<file path="config.mk">
export PLATFORM = sky130hd
export DESIGN_NAME = video_pos_mux_flat
export DESIGN_NICKNAME = d
export VERILOG_FILES = /design/src/rtl/video_pkg.sv /design/src/rtl/video_pos_mux_if.sv /design/src/rtl/video_pos_counter.sv /design/src/rtl/video_pos_mux.sv /design/src/flat_wrapper.sv
export SDC_FILE = /design/constraint.sdc
export NUM_CORES = 1
export LEC_CHECK = 0
export BUFFER_PORTS_ARGS = -buffer_cell sky130_fd_sc_hd__clkbuf_2
export CAP_MARGIN = 20
export CORE_AREA = 10 10 98 164
export CTS_BUF_LIST = sky130_fd_sc_hd__clkbuf_4 sky130_fd_sc_hd__clkbuf_8 sky130_fd_sc_hd__clkbuf_16
export CTS_CLUSTER_DIAMETER = 50
export DETAILED_ROUTE_END_ITERATION = 8
export DIE_AREA = 0 0 108 174
export GPL_ROUTABILITY_DRIVEN = 0
export PLACE_DENSITY = 0.77
export SYNTH_ARGS = -nofsm -noshare
export SYNTH_HDL_FRONTEND = slang
export SYNTH_SLANG_ARGS = --single-unit
</file>
<file path="constraint.sdc">
create_clock -name clk_i -period 3.6 [get_ports clk_i]
set_input_delay 0.36 -clock clk_i [delete_from_list [all_inputs] [get_ports clk_i]]
set_output_delay 0.36 -clock clk_i [all_outputs]
set_load 0.02 [all_outputs]
</file>
<file path="src/rtl/video_pkg.sv">
`default_nettype none
// ============================================================================
// Package  : video_pkg
// Brief    : Shared constants and types for the raster video datapath:
//            FVHT bit positions, default blanking levels, video word type.
// Revision : 1.0 - initial release
// ============================================================================
package video_pkg;

  // Bit positions inside the {F, V, H, T} timing bus
  localparam int c_fvht_f = 3;
  localparam int c_fvht_v = 2;
  localparam int c_fvht_h = 1;
  localparam int c_fvht_t = 0;

  // Default component width and blanking levels for 4:2:2 video
  localparam int             c_dw      = 10;
  localparam logic [c_dw-1:0] c_blank_y = 10'h040;
  localparam logic [c_dw-1:0] c_blank_c = 10'h200;

  // One video sample: {luma, chroma}
  typedef logic [2*c_dw-1:0] video_word_t;

endpackage : video_pkg
`default_nettype wire

</file>
<file path="src/rtl/video_pos_mux_if.sv">
`default_nettype none
// ============================================================================
// Interface : video_pos_mux_if
// Brief     : Source/control/result bundle of the position-tracking video mux.
//             master drives sources and settings, slave is the mux itself.
// Revision  : 1.0 - initial release
// ============================================================================
interface video_pos_mux_if
  import video_pkg::*;
#(
  parameter int NUM_SRC = 2,
  parameter int DW      = c_dw,
  parameter int CNT_W   = 11
);
  localparam int SEL_W = $clog2(NUM_SRC);

  logic                   cen_i;
  logic [SEL_W-1:0]       src_sel_i;
  logic [NUM_SRC*2*DW-1:0] vdat_i;
  logic [3:0]             fvht_i;
  logic                   win_en_i;
  logic [SEL_W-1:0]       win_src_i;
  logic [CNT_W-1:0]       win_x0_i;
  logic [CNT_W-1:0]       win_x1_i;
  logic [CNT_W-1:0]       win_y0_i;
  logic [CNT_W-1:0]       win_y1_i;

  logic [3:0]             fvht_o;
  logic [2*DW-1:0]        video_o;
  logic [CNT_W-1:0]       pix_count_o;
  logic [CNT_W-1:0]       line_count_o;
  logic [CNT_W-1:0]       line_len_o;
  logic [CNT_W-1:0]       frame_lines_o;

  modport master (
    output cen_i, src_sel_i, vdat_i, fvht_i, win_en_i, win_src_i,
           win_x0_i, win_x1_i, win_y0_i, win_y1_i,
    input  fvht_o, video_o, pix_count_o, line_count_o, line_len_o, frame_lines_o
  );

  modport slave (
    input  cen_i, src_sel_i, vdat_i, fvht_i, win_en_i, win_src_i,
           win_x0_i, win_x1_i, win_y0_i, win_y1_i,
    output fvht_o, video_o, pix_count_o, line_count_o, line_len_o, frame_lines_o
  );

endinterface : video_pos_mux_if
`default_nettype wire

</file>
<file path="src/rtl/video_pos_counter.sv">
`default_nettype none
// ============================================================================
// Module   : video_pos_counter
// Brief    : Raster position tracker. Detects H falling / V rising, runs
//            saturating pixel and line counters, exposes the values being
//            loaded this cycle, and measures line length and frame height.
// Revision : 1.0 - initial release
// ============================================================================
module video_pos_counter #(
  parameter int CNT_W = 11
) (
  input  logic             clk_i,
  input  logic             rst_i,
  input  logic             cen_i,
  input  logic             h_i,
  input  logic             v_i,
  output logic             h_fall_o,
  output logic             v_rise_o,
  output logic [CNT_W-1:0] next_pix_o,
  output logic [CNT_W-1:0] next_line_o,
  output logic [CNT_W-1:0] pix_count_o,
  output logic [CNT_W-1:0] line_count_o,
  output logic [CNT_W-1:0] line_len_o,
  output logic [CNT_W-1:0] frame_lines_o
);

  localparam logic [CNT_W-1:0] c_max = '1;
  localparam logic [CNT_W-1:0] c_one = CNT_W'(1);

  logic             r_h_q;
  logic             r_v_q;
  logic [CNT_W-1:0] r_pix;
  logic [CNT_W-1:0] r_line;
  logic [CNT_W-1:0] r_len;
  logic [CNT_W-1:0] r_frames;

  logic             w_h_fall;
  logic             w_v_rise;
  logic [CNT_W-1:0] w_pix_inc;
  logic [CNT_W-1:0] w_line_inc;
  logic [CNT_W-1:0] w_next_pix;
  logic [CNT_W-1:0] w_next_line;

  assign w_h_fall = !h_i && r_h_q;
  assign w_v_rise = v_i && !r_v_q;

  // Saturating increments; pixel+1 also serves as the measured line length
  assign w_pix_inc  = (r_pix  == c_max) ? r_pix  : r_pix  + c_one;
  assign w_line_inc = (r_line == c_max) ? r_line : r_line + c_one;

  // V rising outranks H falling for the line count; pixel restarts on H falling only
  assign w_next_pix  = w_h_fall ? '0 : w_pix_inc;
  assign w_next_line = w_v_rise ? c_one : (w_h_fall ? w_line_inc : r_line);

  // Edge history, counters and measurements advance only on enabled cycles
  always_ff @(posedge clk_i) begin
    if (rst_i) begin
      r_h_q    <= 1'b0;
      r_v_q    <= 1'b0;
      r_pix    <= '0;
      r_line   <= '0;
      r_len    <= '0;
      r_frames <= '0;
    end else if (cen_i) begin
      r_h_q  <= h_i;
      r_v_q  <= v_i;
      r_pix  <= w_next_pix;
      r_line <= w_next_line;
      if (w_h_fall) r_len    <= w_pix_inc;
      if (w_v_rise) r_frames <= r_line;
    end
  end

  assign h_fall_o      = w_h_fall;
  assign v_rise_o      = w_v_rise;
  assign next_pix_o    = w_next_pix;
  assign next_line_o   = w_next_line;
  assign pix_count_o   = r_pix;
  assign line_count_o  = r_line;
  assign line_len_o    = r_len;
  assign frame_lines_o = r_frames;

endmodule : video_pos_counter
`default_nettype wire

</file>
<file path="src/rtl/video_pos_mux.sv">
`default_nettype none
// ============================================================================
// Module   : video_pos_mux
// Brief    : Selects one of NUM_SRC 4:2:2 sources, overlays a second source
//            inside a frame-latched rectangular window, forces blanking while
//            H or V is high, and reports raster position. One enabled cycle.
// Revision : 1.0 - initial release
// ============================================================================
module video_pos_mux
  import video_pkg::*;
#(
  parameter int              NUM_SRC = 2,
  parameter int              DW      = c_dw,
  parameter int              CNT_W   = 11,
  parameter logic [DW-1:0]   BLANK_Y = DW'(c_blank_y),
  parameter logic [DW-1:0]   BLANK_C = DW'(c_blank_c)
) (
  input  logic           clk_i,
  input  logic           rst_i,
  video_pos_mux_if.slave bus
);

  localparam int             SEL_W     = $clog2(NUM_SRC);
  localparam int             VW        = 2 * DW;
  localparam int             NUM_PAD   = 1 << SEL_W;
  localparam logic [SEL_W:0] c_num_src = (SEL_W+1)'(NUM_SRC);

  logic             w_h;
  logic             w_v;
  logic             w_h_fall;
  logic             w_v_rise;
  logic [CNT_W-1:0] w_next_pix;
  logic [CNT_W-1:0] w_next_line;
  logic [CNT_W-1:0] w_pix_count;
  logic [CNT_W-1:0] w_line_count;
  logic [CNT_W-1:0] w_line_len;
  logic [CNT_W-1:0] w_frame_lines;

  logic [SEL_W-1:0] r_base_sel;
  logic [SEL_W-1:0] r_win_sel;
  logic             r_win_en;
  logic [CNT_W-1:0] r_x0, r_x1, r_y0, r_y1;

  logic             w_base_ok;
  logic             w_win_ok;
  logic [SEL_W-1:0] w_base_sel;
  logic [SEL_W-1:0] w_win_sel;
  logic             w_win_en;
  logic [CNT_W-1:0] w_x0, w_x1, w_y0, w_y1;
  logic             w_in_win;

  logic [VW-1:0]    w_src [NUM_PAD];
  logic [VW-1:0]    w_video;
  logic [VW-1:0]    r_video;
  logic [3:0]       r_fvht;

  assign w_h = bus.fvht_i[c_fvht_h];
  assign w_v = bus.fvht_i[c_fvht_v];

  video_pos_counter #(
    .CNT_W (CNT_W)
  ) u_pos_counter (
    .clk_i         (clk_i),
    .rst_i         (rst_i),
    .cen_i         (bus.cen_i),
    .h_i           (w_h),
    .v_i           (w_v),
    .h_fall_o      (w_h_fall),
    .v_rise_o      (w_v_rise),
    .next_pix_o    (w_next_pix),
    .next_line_o   (w_next_line),
    .pix_count_o   (w_pix_count),
    .line_count_o  (w_line_count),
    .line_len_o    (w_line_len),
    .frame_lines_o (w_frame_lines)
  );

  // Unpack the source bus; unused select codes read zero but are never selected
  for (genvar k = 0; k < NUM_PAD; k++) begin : g_src
    if (k < NUM_SRC) begin : g_real
      assign w_src[k] = bus.vdat_i[k*VW +: VW];
    end else begin : g_pad
      assign w_src[k] = '0;
    end
  end

  // Out-of-range selects are dropped so the previous frame's choice survives
  assign w_base_ok = {1'b0, bus.src_sel_i} < c_num_src;
  assign w_win_ok  = {1'b0, bus.win_src_i} < c_num_src;

  // On the V-rising sample the new settings already apply, otherwise the shadows
  assign w_base_sel = (w_v_rise && w_base_ok) ? bus.src_sel_i : r_base_sel;
  assign w_win_sel  = (w_v_rise && w_win_ok)  ? bus.win_src_i : r_win_sel;
  assign w_win_en   = w_v_rise ? bus.win_en_i : r_win_en;
  assign w_x0       = w_v_rise ? bus.win_x0_i : r_x0;
  assign w_x1       = w_v_rise ? bus.win_x1_i : r_x1;
  assign w_y0       = w_v_rise ? bus.win_y0_i : r_y0;
  assign w_y1       = w_v_rise ? bus.win_y1_i : r_y1;

  // Inclusive bounds; an inverted pair can never be satisfied
  assign w_in_win = w_win_en &&
                    (w_x0 <= w_next_pix)  && (w_next_pix  <= w_x1) &&
                    (w_y0 <= w_next_line) && (w_next_line <= w_y1);

  // Sample selection: blanking, then overlay, then base source
  always_comb begin
    w_video = w_src[w_base_sel];
    if (w_h || w_v) begin
      w_video = {BLANK_Y, BLANK_C};
    end else if (w_in_win) begin
      w_video = w_src[w_win_sel];
    end
  end

  // Frame-boundary shadow registers for source and window settings
  always_ff @(posedge clk_i) begin
    if (rst_i) begin
      r_base_sel <= '0;
      r_win_sel  <= '0;
      r_win_en   <= 1'b0;
      r_x0       <= '0;
      r_x1       <= '0;
      r_y0       <= '0;
      r_y1       <= '0;
    end else if (bus.cen_i && w_v_rise) begin
      r_base_sel <= w_base_sel;
      r_win_sel  <= w_win_sel;
      r_win_en   <= w_win_en;
      r_x0       <= w_x0;
      r_x1       <= w_x1;
      r_y0       <= w_y0;
      r_y1       <= w_y1;
    end
  end

  // Output stage: one enabled cycle of latency for video and timing
  always_ff @(posedge clk_i) begin
    if (rst_i) begin
      r_video <= {BLANK_Y, BLANK_C};
      r_fvht  <= 4'b0000;
    end else if (bus.cen_i) begin
      r_video <= w_video;
      r_fvht  <= bus.fvht_i;
    end
  end

  assign bus.video_o       = r_video;
  assign bus.fvht_o        = r_fvht;
  assign bus.pix_count_o   = w_pix_count;
  assign bus.line_count_o  = w_line_count;
  assign bus.line_len_o    = w_line_len;
  assign bus.frame_lines_o = w_frame_lines;

endmodule : video_pos_mux
`default_nettype wire

</file>
<file path="src/flat_wrapper.sv">
// flat-port wrapper written by rule: the top's interface ports become plain ports
module video_pos_mux_flat import video_pkg::*;
#(
  parameter int              NUM_SRC = 2,
  parameter int              DW      = c_dw,
  parameter int              CNT_W   = 11,
  parameter logic [DW-1:0]   BLANK_Y = DW'(c_blank_y),
  parameter logic [DW-1:0]   BLANK_C = DW'(c_blank_c)
)
  (clk_i, rst_i, bus_cen_i, bus_src_sel_i, bus_vdat_i, bus_fvht_i, bus_win_en_i, bus_win_src_i, bus_win_x0_i, bus_win_x1_i, bus_win_y0_i, bus_win_y1_i, bus_fvht_o, bus_video_o, bus_pix_count_o, bus_line_count_o, bus_line_len_o, bus_frame_lines_o);
  video_pos_mux_if #(.NUM_SRC(NUM_SRC), .DW(DW), .CNT_W(CNT_W)) bus_i ();
  input  logic clk_i;
  input  logic rst_i;
  input wire logic [$bits(bus_i.cen_i)-1:0] bus_cen_i;
  input wire logic [$bits(bus_i.src_sel_i)-1:0] bus_src_sel_i;
  input wire logic [$bits(bus_i.vdat_i)-1:0] bus_vdat_i;
  input wire logic [$bits(bus_i.fvht_i)-1:0] bus_fvht_i;
  input wire logic [$bits(bus_i.win_en_i)-1:0] bus_win_en_i;
  input wire logic [$bits(bus_i.win_src_i)-1:0] bus_win_src_i;
  input wire logic [$bits(bus_i.win_x0_i)-1:0] bus_win_x0_i;
  input wire logic [$bits(bus_i.win_x1_i)-1:0] bus_win_x1_i;
  input wire logic [$bits(bus_i.win_y0_i)-1:0] bus_win_y0_i;
  input wire logic [$bits(bus_i.win_y1_i)-1:0] bus_win_y1_i;
  output wire logic [$bits(bus_i.fvht_o)-1:0] bus_fvht_o;
  output wire logic [$bits(bus_i.video_o)-1:0] bus_video_o;
  output wire logic [$bits(bus_i.pix_count_o)-1:0] bus_pix_count_o;
  output wire logic [$bits(bus_i.line_count_o)-1:0] bus_line_count_o;
  output wire logic [$bits(bus_i.line_len_o)-1:0] bus_line_len_o;
  output wire logic [$bits(bus_i.frame_lines_o)-1:0] bus_frame_lines_o;
  assign bus_i.cen_i = bus_cen_i;
  assign bus_i.src_sel_i = bus_src_sel_i;
  assign bus_i.vdat_i = bus_vdat_i;
  assign bus_i.fvht_i = bus_fvht_i;
  assign bus_i.win_en_i = bus_win_en_i;
  assign bus_i.win_src_i = bus_win_src_i;
  assign bus_i.win_x0_i = bus_win_x0_i;
  assign bus_i.win_x1_i = bus_win_x1_i;
  assign bus_i.win_y0_i = bus_win_y0_i;
  assign bus_i.win_y1_i = bus_win_y1_i;
  assign bus_fvht_o = bus_i.fvht_o;
  assign bus_video_o = bus_i.video_o;
  assign bus_pix_count_o = bus_i.pix_count_o;
  assign bus_line_count_o = bus_i.line_count_o;
  assign bus_line_len_o = bus_i.line_len_o;
  assign bus_frame_lines_o = bus_i.frame_lines_o;
  video_pos_mux #(.NUM_SRC(NUM_SRC), .DW(DW), .CNT_W(CNT_W), .BLANK_Y(BLANK_Y), .BLANK_C(BLANK_C)) u_core (.clk_i(clk_i), .rst_i(rst_i), .bus(bus_i));
endmodule
</file>
After elaboration in Yosys (flattened, before gate mapping)
Index checks and enable logic that the tools add are counted.

storage, ports and cells
  bits in registers = 117
  word-level logic and storage cells = 59
  output and inout bits = 68

cells by class
  magnitude comparators = 6
  $add $sub $neg = 2
  reductions and logical operators = 12
  equality and inequality tests = 2
  multiplexer cells = 20
  bitwise gates (word level) = 2

operator list
  cell                     number
  $mux W20                 8
  $mux W11                 9
  $le A11 B11 Y1           4
  $add A11 B1 Y11 const B  2
  $eq A11 B11 Y1 const B   2
  $logic_and A1 B1 Y1      7
  $ge A2 B2 Y1 const B     2
  $not A1 Y2               2
  $reduce_and A2 Y1        2
  $mux W1                  3
  $logic_not A1 Y1         2
  $logic_or A1 B1 Y1       1

Longest topological paths before layout
  depth after elaboration = 10
  gate-level depth with buffers = 18
  depth with buffers taken out = 15

Hierarchy
A second synthesis with hierarchy kept.

unflattened totals
  cell total of the unflattened synthesis = 829
  area total of the unflattened synthesis = 6824.0 um^2

modules (own cells, without submodules)
  module             area each (um^2)  sequential area each (um^2)  times used  cells an instance
  video_pos_mux      4304.1            1421.4                       1           523
  video_pos_counter  2519.9            920.9                        1           306

Worst setup path after synthesis
OpenSTA, ideal clock, no wires.

  kind = register -> register
  start point = register u_core.u_pos_counter.r_pix[3] (netlist: u_core.u_pos_counter.pix_count_o[3])
  end point = register u_core.r_video[10] (netlist: u_core.bus.video_o[10])
  cell stages (with the launch flop) = 18
  data required time = 3.527 ns
  setup slack = -0.306 ns
  setup time = 0.073 ns
  path buffers = 3
  arrival time = 3.833 ns
  path through = dfxtp_1 > nand4_1 > nor4_1 > clkbuf_1 > a21oi_1 > xnor2_1 > nor2_1 > inv_1 > ha_1 > a21oi_1 > o21ai_1 > a2111o_1 > a222oi_1 > o211ai_1 > and2_1 > buf_6 > buf_6 > o211ai_2

between the ends
  word-level cells in the longest chain between the ends = 10

RTL lines
  item                                                      line                     text
  start: declaration                                        video_pos_counter.sv:32  logic [CNT_W-1:0] r_pix;
  start signal: assignment                                  video_pos_counter.sv:67  r_pix <= w_next_pix;
  $add A11 B1 Y11 / $eq A11 B11 Y1 (equally long branches)  video_pos_counter.sv:48  assign w_pix_inc = (r_pix == c_max) ? r_pix : r_pix + c_one;
  $mux W11 (*)                                              video_pos_counter.sv:48
  $mux W11 (*)                                              video_pos_counter.sv:52  assign w_next_pix = w_h_fall ? '0 : w_pix_inc;
  named net u_core.u_pos_counter.next_pix_o[4]              video_pos_counter.sv:19  output logic [CNT_W-1:0] next_pix_o,
  $le A11 B11 Y1                                            video_pos_mux.sv:102     (w_x0 <= w_next_pix) && (w_next_pix <= w_x1) &&
  $logic_and A1 B1 Y1                                       video_pos_mux.sv:101     assign w_in_win = w_win_en &&
  $logic_and A1 B1 Y1 (*) (2 in series)                     video_pos_mux.sv:102
  $logic_and A1 B1 Y1 (*)                                   video_pos_mux.sv:103     (w_y0 <= w_next_line) && (w_next_line <= w_y1);
  $mux W20 (*)                                              video_pos_mux.sv:110     end else if (w_in_win) begin
  $mux W20 (*)                                              video_pos_mux.sv:108     if (w_h || w_v) begin
  end signal: assignment                                    video_pos_mux.sv:139     r_video <= {BLANK_Y, BLANK_C};
  end signal: assignment                                    video_pos_mux.sv:142     r_video <= w_video;
  end: declaration                                          video_pos_mux.sv:54      logic [VW-1:0] r_video;

Mark *: on every way through the listed nets, which the timed path passes. The rest lies on a longest branch.
A chain may end at the register's enable or synchronous reset.

Worst setup path after layout
  start point = register u_core.u_pos_counter.r_pix[1] (netlist: u_core.u_pos_counter.pix_count_o[1])
  end point = register u_core.r_video[9] (netlist: u_core.bus.video_o[9])

Same word-level chain as after synthesis.

==> flow_metrics.py <==
metrics = {
    "place": {
        "port_buffers": 161,
        "place_inst": 1177,
        "dp_hpwl_um": 14900,
    },
    "clock_network": {
        "worstSkewPairLatency_ps": 420,
        "cts_htree_levels": 4,
        "clk_pin_slew_worst_paths_ps": 60,
        "cts-root-buf": "clkbuf_16",
        "clkSinkCount": 115,
        "hold_buffers": 0,
        "cts_buffer_depth": 2,
        "numCtsBuffers": 17,
        "cts_tree": "done",
    },
    "worst_setup_path": {
        "timing.reg2reg.setup_slack_ps": -150,
        "cp_slowest_stage_delay_ps": 430,
        "setup.worst_path.end_class": "flop",
        "reg2reg_depth": 18,
        "worstReg2RegEnd": "u_core.bus.video_o[9]$_SDFFE_PP1P_",
        "crit_chain": "buf_4, nand3_1, buf_4, nor2_1, xnor2_1, a21oi_1, nor2_1, inv_1, ha_1, nand4_1, inv_1, a2111o_1, a222oi_1, buf_4, o211ai_1, buf_6, a21bo_2, a31oi_1",
        "r2r-start": "u_core.u_pos_counter.pix_count_o[1]$_SDFFE_PP0P_",
        "crit_top_cell": "buf_4",
        "cp.arrival_ps": 4090,
        "crit_fanout": 6,
        "worst_path_max_delay_cell": "a2111o_1",
        "critPathLaunchType": "flop",
        "critPathRequiredTime_ps": 3940,
        "crit_type": "reg2reg",
    },
    "power_and_ir_drop": {
        "power_mw": 3.68,
        "p_clk_frac": 0.484,
        "p_sw_frac": 0.273,
        "p_seq_frac": 0.363,
        "switchingPower_mw": 1.00,
        "comb_power_share": 0.153,
        "power.density_mw_per_mm2": 417,
        "p_int_mw": 2.67,
        "irDropWorstVdd_uv": 303,
        "leakage_nw": 4.03,
    },
    "synth": {
        "synth-simple-area-share": 0.247,
        "muxShareOfSynthArea": 0.0759,
        "synthCells": 827,
        "synth_xor_area_frac": 0.0207,
        "synth.top_cell.area_share": 0.363,
        "synth_area_per_cell_um2": 7.68,
        "synthArstFlopShare": 0,
        "yosys-top-cells-count": "nand2_1 (236), dfxtp_1 (115), a21oi_1 (82), nor2_1 (59), clkbuf_1 (49)",
        "synth_edf_count": 0,
        "netlist_top_cells_area": "dfxtp_1 (36%), nand2_1 (14%), ha_1 (9.1%)",
        "synth_flop_cell": "dfxtp_1",
        "synth_area_leader_cell": "dfxtp_1",
        "synthDistinctLibCells": 47,
        "synth_top_family_by_area": "simple AND/OR/NAND/NOR gates",
        "ys_warn_count": 0,
        "synth_fa_ha_area_frac": 0.0907,
        "synth_area_mm2": 0.00635,
        "syn_nets": 967,
        "synth.most_common_cell": "nand2_1",
        "ys_ff_latch": 115,
        "synth_compound_area_frac": 0.149,
        "seq_area_frac_synth": 0.363,
    },
    "timing": {
        "finalSetupViolCount": 20,
        "min_period_ps": 3750,
        "rsz0062_at_grt": "true",
        "fmax_mhz": 267,
        "fin_ws_ps": -148,
        "period_share": 1.04,
        "finalMaxSlewViolations": 0,
        "skew_ps": 10.3,
        "relSlewSlack": 0.400,
        "worst_pin_slew_ps": 900,
        "finalHoldViolCount": 0,
    },
    "grt": {
        "grt_max_degree": 51,
        "grt_pass1_vias": 6776,
        "grtUsageTotal": 0.213,
        "antenna_found_initial": 0,
        "grt_overflow_total": 0,
        "grt_pass1_wl_um": 32500,
    },
    "finish": {
        "fillCellCount": 1129,
        "syn2layout_area_growth_pct": 38.8,
        "regArea_mm2": 0.00233,
        "layout.nets": 1179,
        "final_cells": 1226,
        "drive_gt1_frac": 0.331,
        "multiInputGateArea_mm2": 0.00397,
        "num_antenna_cells": 0,
    },
    "routing": {
        "post-route-drc-count": 0,
        "wl_um": 20900,
        "drt_first_pass_iters": 5,
        "vias": 6709,
        "final_antenna_net_count": 0,
        "avgRoutedWirePerCell_um": 17.1,
        "initialDrtViolationCount": 372,
        "via_per_inst": 5.47,
    },
    "worst_hold_path": {
        "min_from": "bus_win_y0_i[5]",
        "hold_path.class": "in2reg",
        "min_to": "u_core.r_y0[5]$_SDFFE_PP0P_",
        "hold_depth": 3,
    },
    "die": {
        "rows": 56,
        "core_area_mm2": 0.0134,
        "start_util": 0.474,
        "die_area_mm2": 0.0188,
        "die_w_um": 108,
        "fp.dieH_um": 174,
        "io_pins": 162,
    },
    "run_status": {
        "failed_checks": "setup timing",
        "status": "complete, but fails checks",
    },
    "job": {
        "max_cap_viol_count": 0,
    },
}
## registers in the layout (all words and copies together), names as in the netlist
signal and flops:
u_core.u_pos_counter.line_count_o 11, u_core.r_win_en 1, u_core.u_pos_counter.frame_lines_o 11, u_core.r_y1 11
u_core.bus.video_o 20, u_core.r_win_sel 1, u_core.u_pos_counter.line_len_o 11, u_core.r_base_sel 1
u_core.r_x0 11, u_core.bus.fvht_o 4, u_core.r_x1 11, u_core.r_y0 11
u_core.u_pos_counter.pix_count_o 11
## area by class of cell
type	count	area share
clock buffer	19	0.0540
clock inverter	13	0.0176
inverter	28	0.0119
multi-input combinational	627	0.451
sequential	115	0.264
tap	174	0.0247
timing repair buffer	250	0.177
## power by group through the flow
stage,logic (mW),registers (mW),clock network (mW)
floorplan,0.298,1.38,0
global placement,0.505,1.36,0
detailed placement,0.515,1.36,0
CTS,0.538,1.33,1.80
global route,0.614,1.34,1.86
finish,0.561,1.34,1.78
## metal layers
metal	track usage	vias to the layer above	routed length [µm]
met5	0	-	0
met4	0.112	0	952
met3	0.0604	61	1270
met2	0.383	238	11100
met1	0.213	3161	7570
li1	-	3249	-
## how the worst max path moves through the flow
stage                                                           from                                  end  cells past startpoint
floorplan           u_core.u_pos_counter.pix_count_o[1]$_SDFFE_PP0P_  u_core.bus.video_o[10]$_SDFFE_PP0P_                     18
global placement                                       bus_fvht_i[1]  u_core.bus.video_o[11]$_SDFFE_PP0P_                     17
detailed placement                                     bus_fvht_i[1]  u_core.bus.video_o[16]$_SDFFE_PP1P_                     17
CTS                 u_core.u_pos_counter.pix_count_o[4]$_SDFFE_PP0P_  u_core.bus.video_o[16]$_SDFFE_PP1P_                     17
global route        u_core.u_pos_counter.pix_count_o[1]$_SDFFE_PP0P_  u_core.bus.video_o[16]$_SDFFE_PP1P_                     18
finish              u_core.u_pos_counter.pix_count_o[1]$_SDFFE_PP0P_   u_core.bus.video_o[9]$_SDFFE_PP1P_                     18
## worst max-delay path, delay by kind of cell, from the launching register on
family / cells / cell delay (ps)
DFF: 1 / 360
adders and majority gates: 1 / 220
xor gates and xnor gates: 1 / 100
AOI/OAI and AO/OA: 6 / 1610
and+or+nand+nor: 4 / 520
buffers and inverters: 6 / 860
## cell families (layout without fill, tap and decap cells)
family / count (synthesis) / in the layout
buffers and inverters: 85 / 310
multiplexers: 48 / 48
XOR/XNOR: 15 / 15
flip-flops: 115 / 115
AND/OR/NAND/NOR: 371 / 371
adder cells (fa/ha/maj): 46 / 46
AO/OA/AOI/OAI: 147 / 147
## placed cells by master, fill, tap and decap left out, types with 6 or more instances in the layout
master       n
ha_1        38
inv_6        8
mux2i_1     47
a21oi_2      8
buf_4       79
o211ai_1    10
dfxtp_1    105
a211oi_1    14
ha_4         6
xor2_1       8
nand4_1     32
nand3_1     10
a21oi_1     72
nor3_1       7
clkbuf_2   160
o21ai_0      7
nor2_1      55
clkbuf_16   19
o211ai_2    10
nand2_1    233
inv_1       26
## through the flow
stage	setup WS [ps]	hold WS, ps	cell area (µm²)	util	TNS (ps)
after detailed placement	-144	445	7820	0.584	-2420
final	-148	178	8810	0.658	-2400
after CTS	-44.1	174	8680	0.649	-90.4
after floorplan	17.2	432	6420	-	0
after global placement	-116	438	7820	0.584	-2070
after global routing	-374	178	8810	0.658	-6850
## repair_timing
action                                  CTS  global route
cloned                                    4             0
resized for setup                        22            31
endpoints found under the setup margin   20            20
setup buffers                            12             1
pin swaps                                33            22
Note: power is estimated with default switching activity, not from simulation.
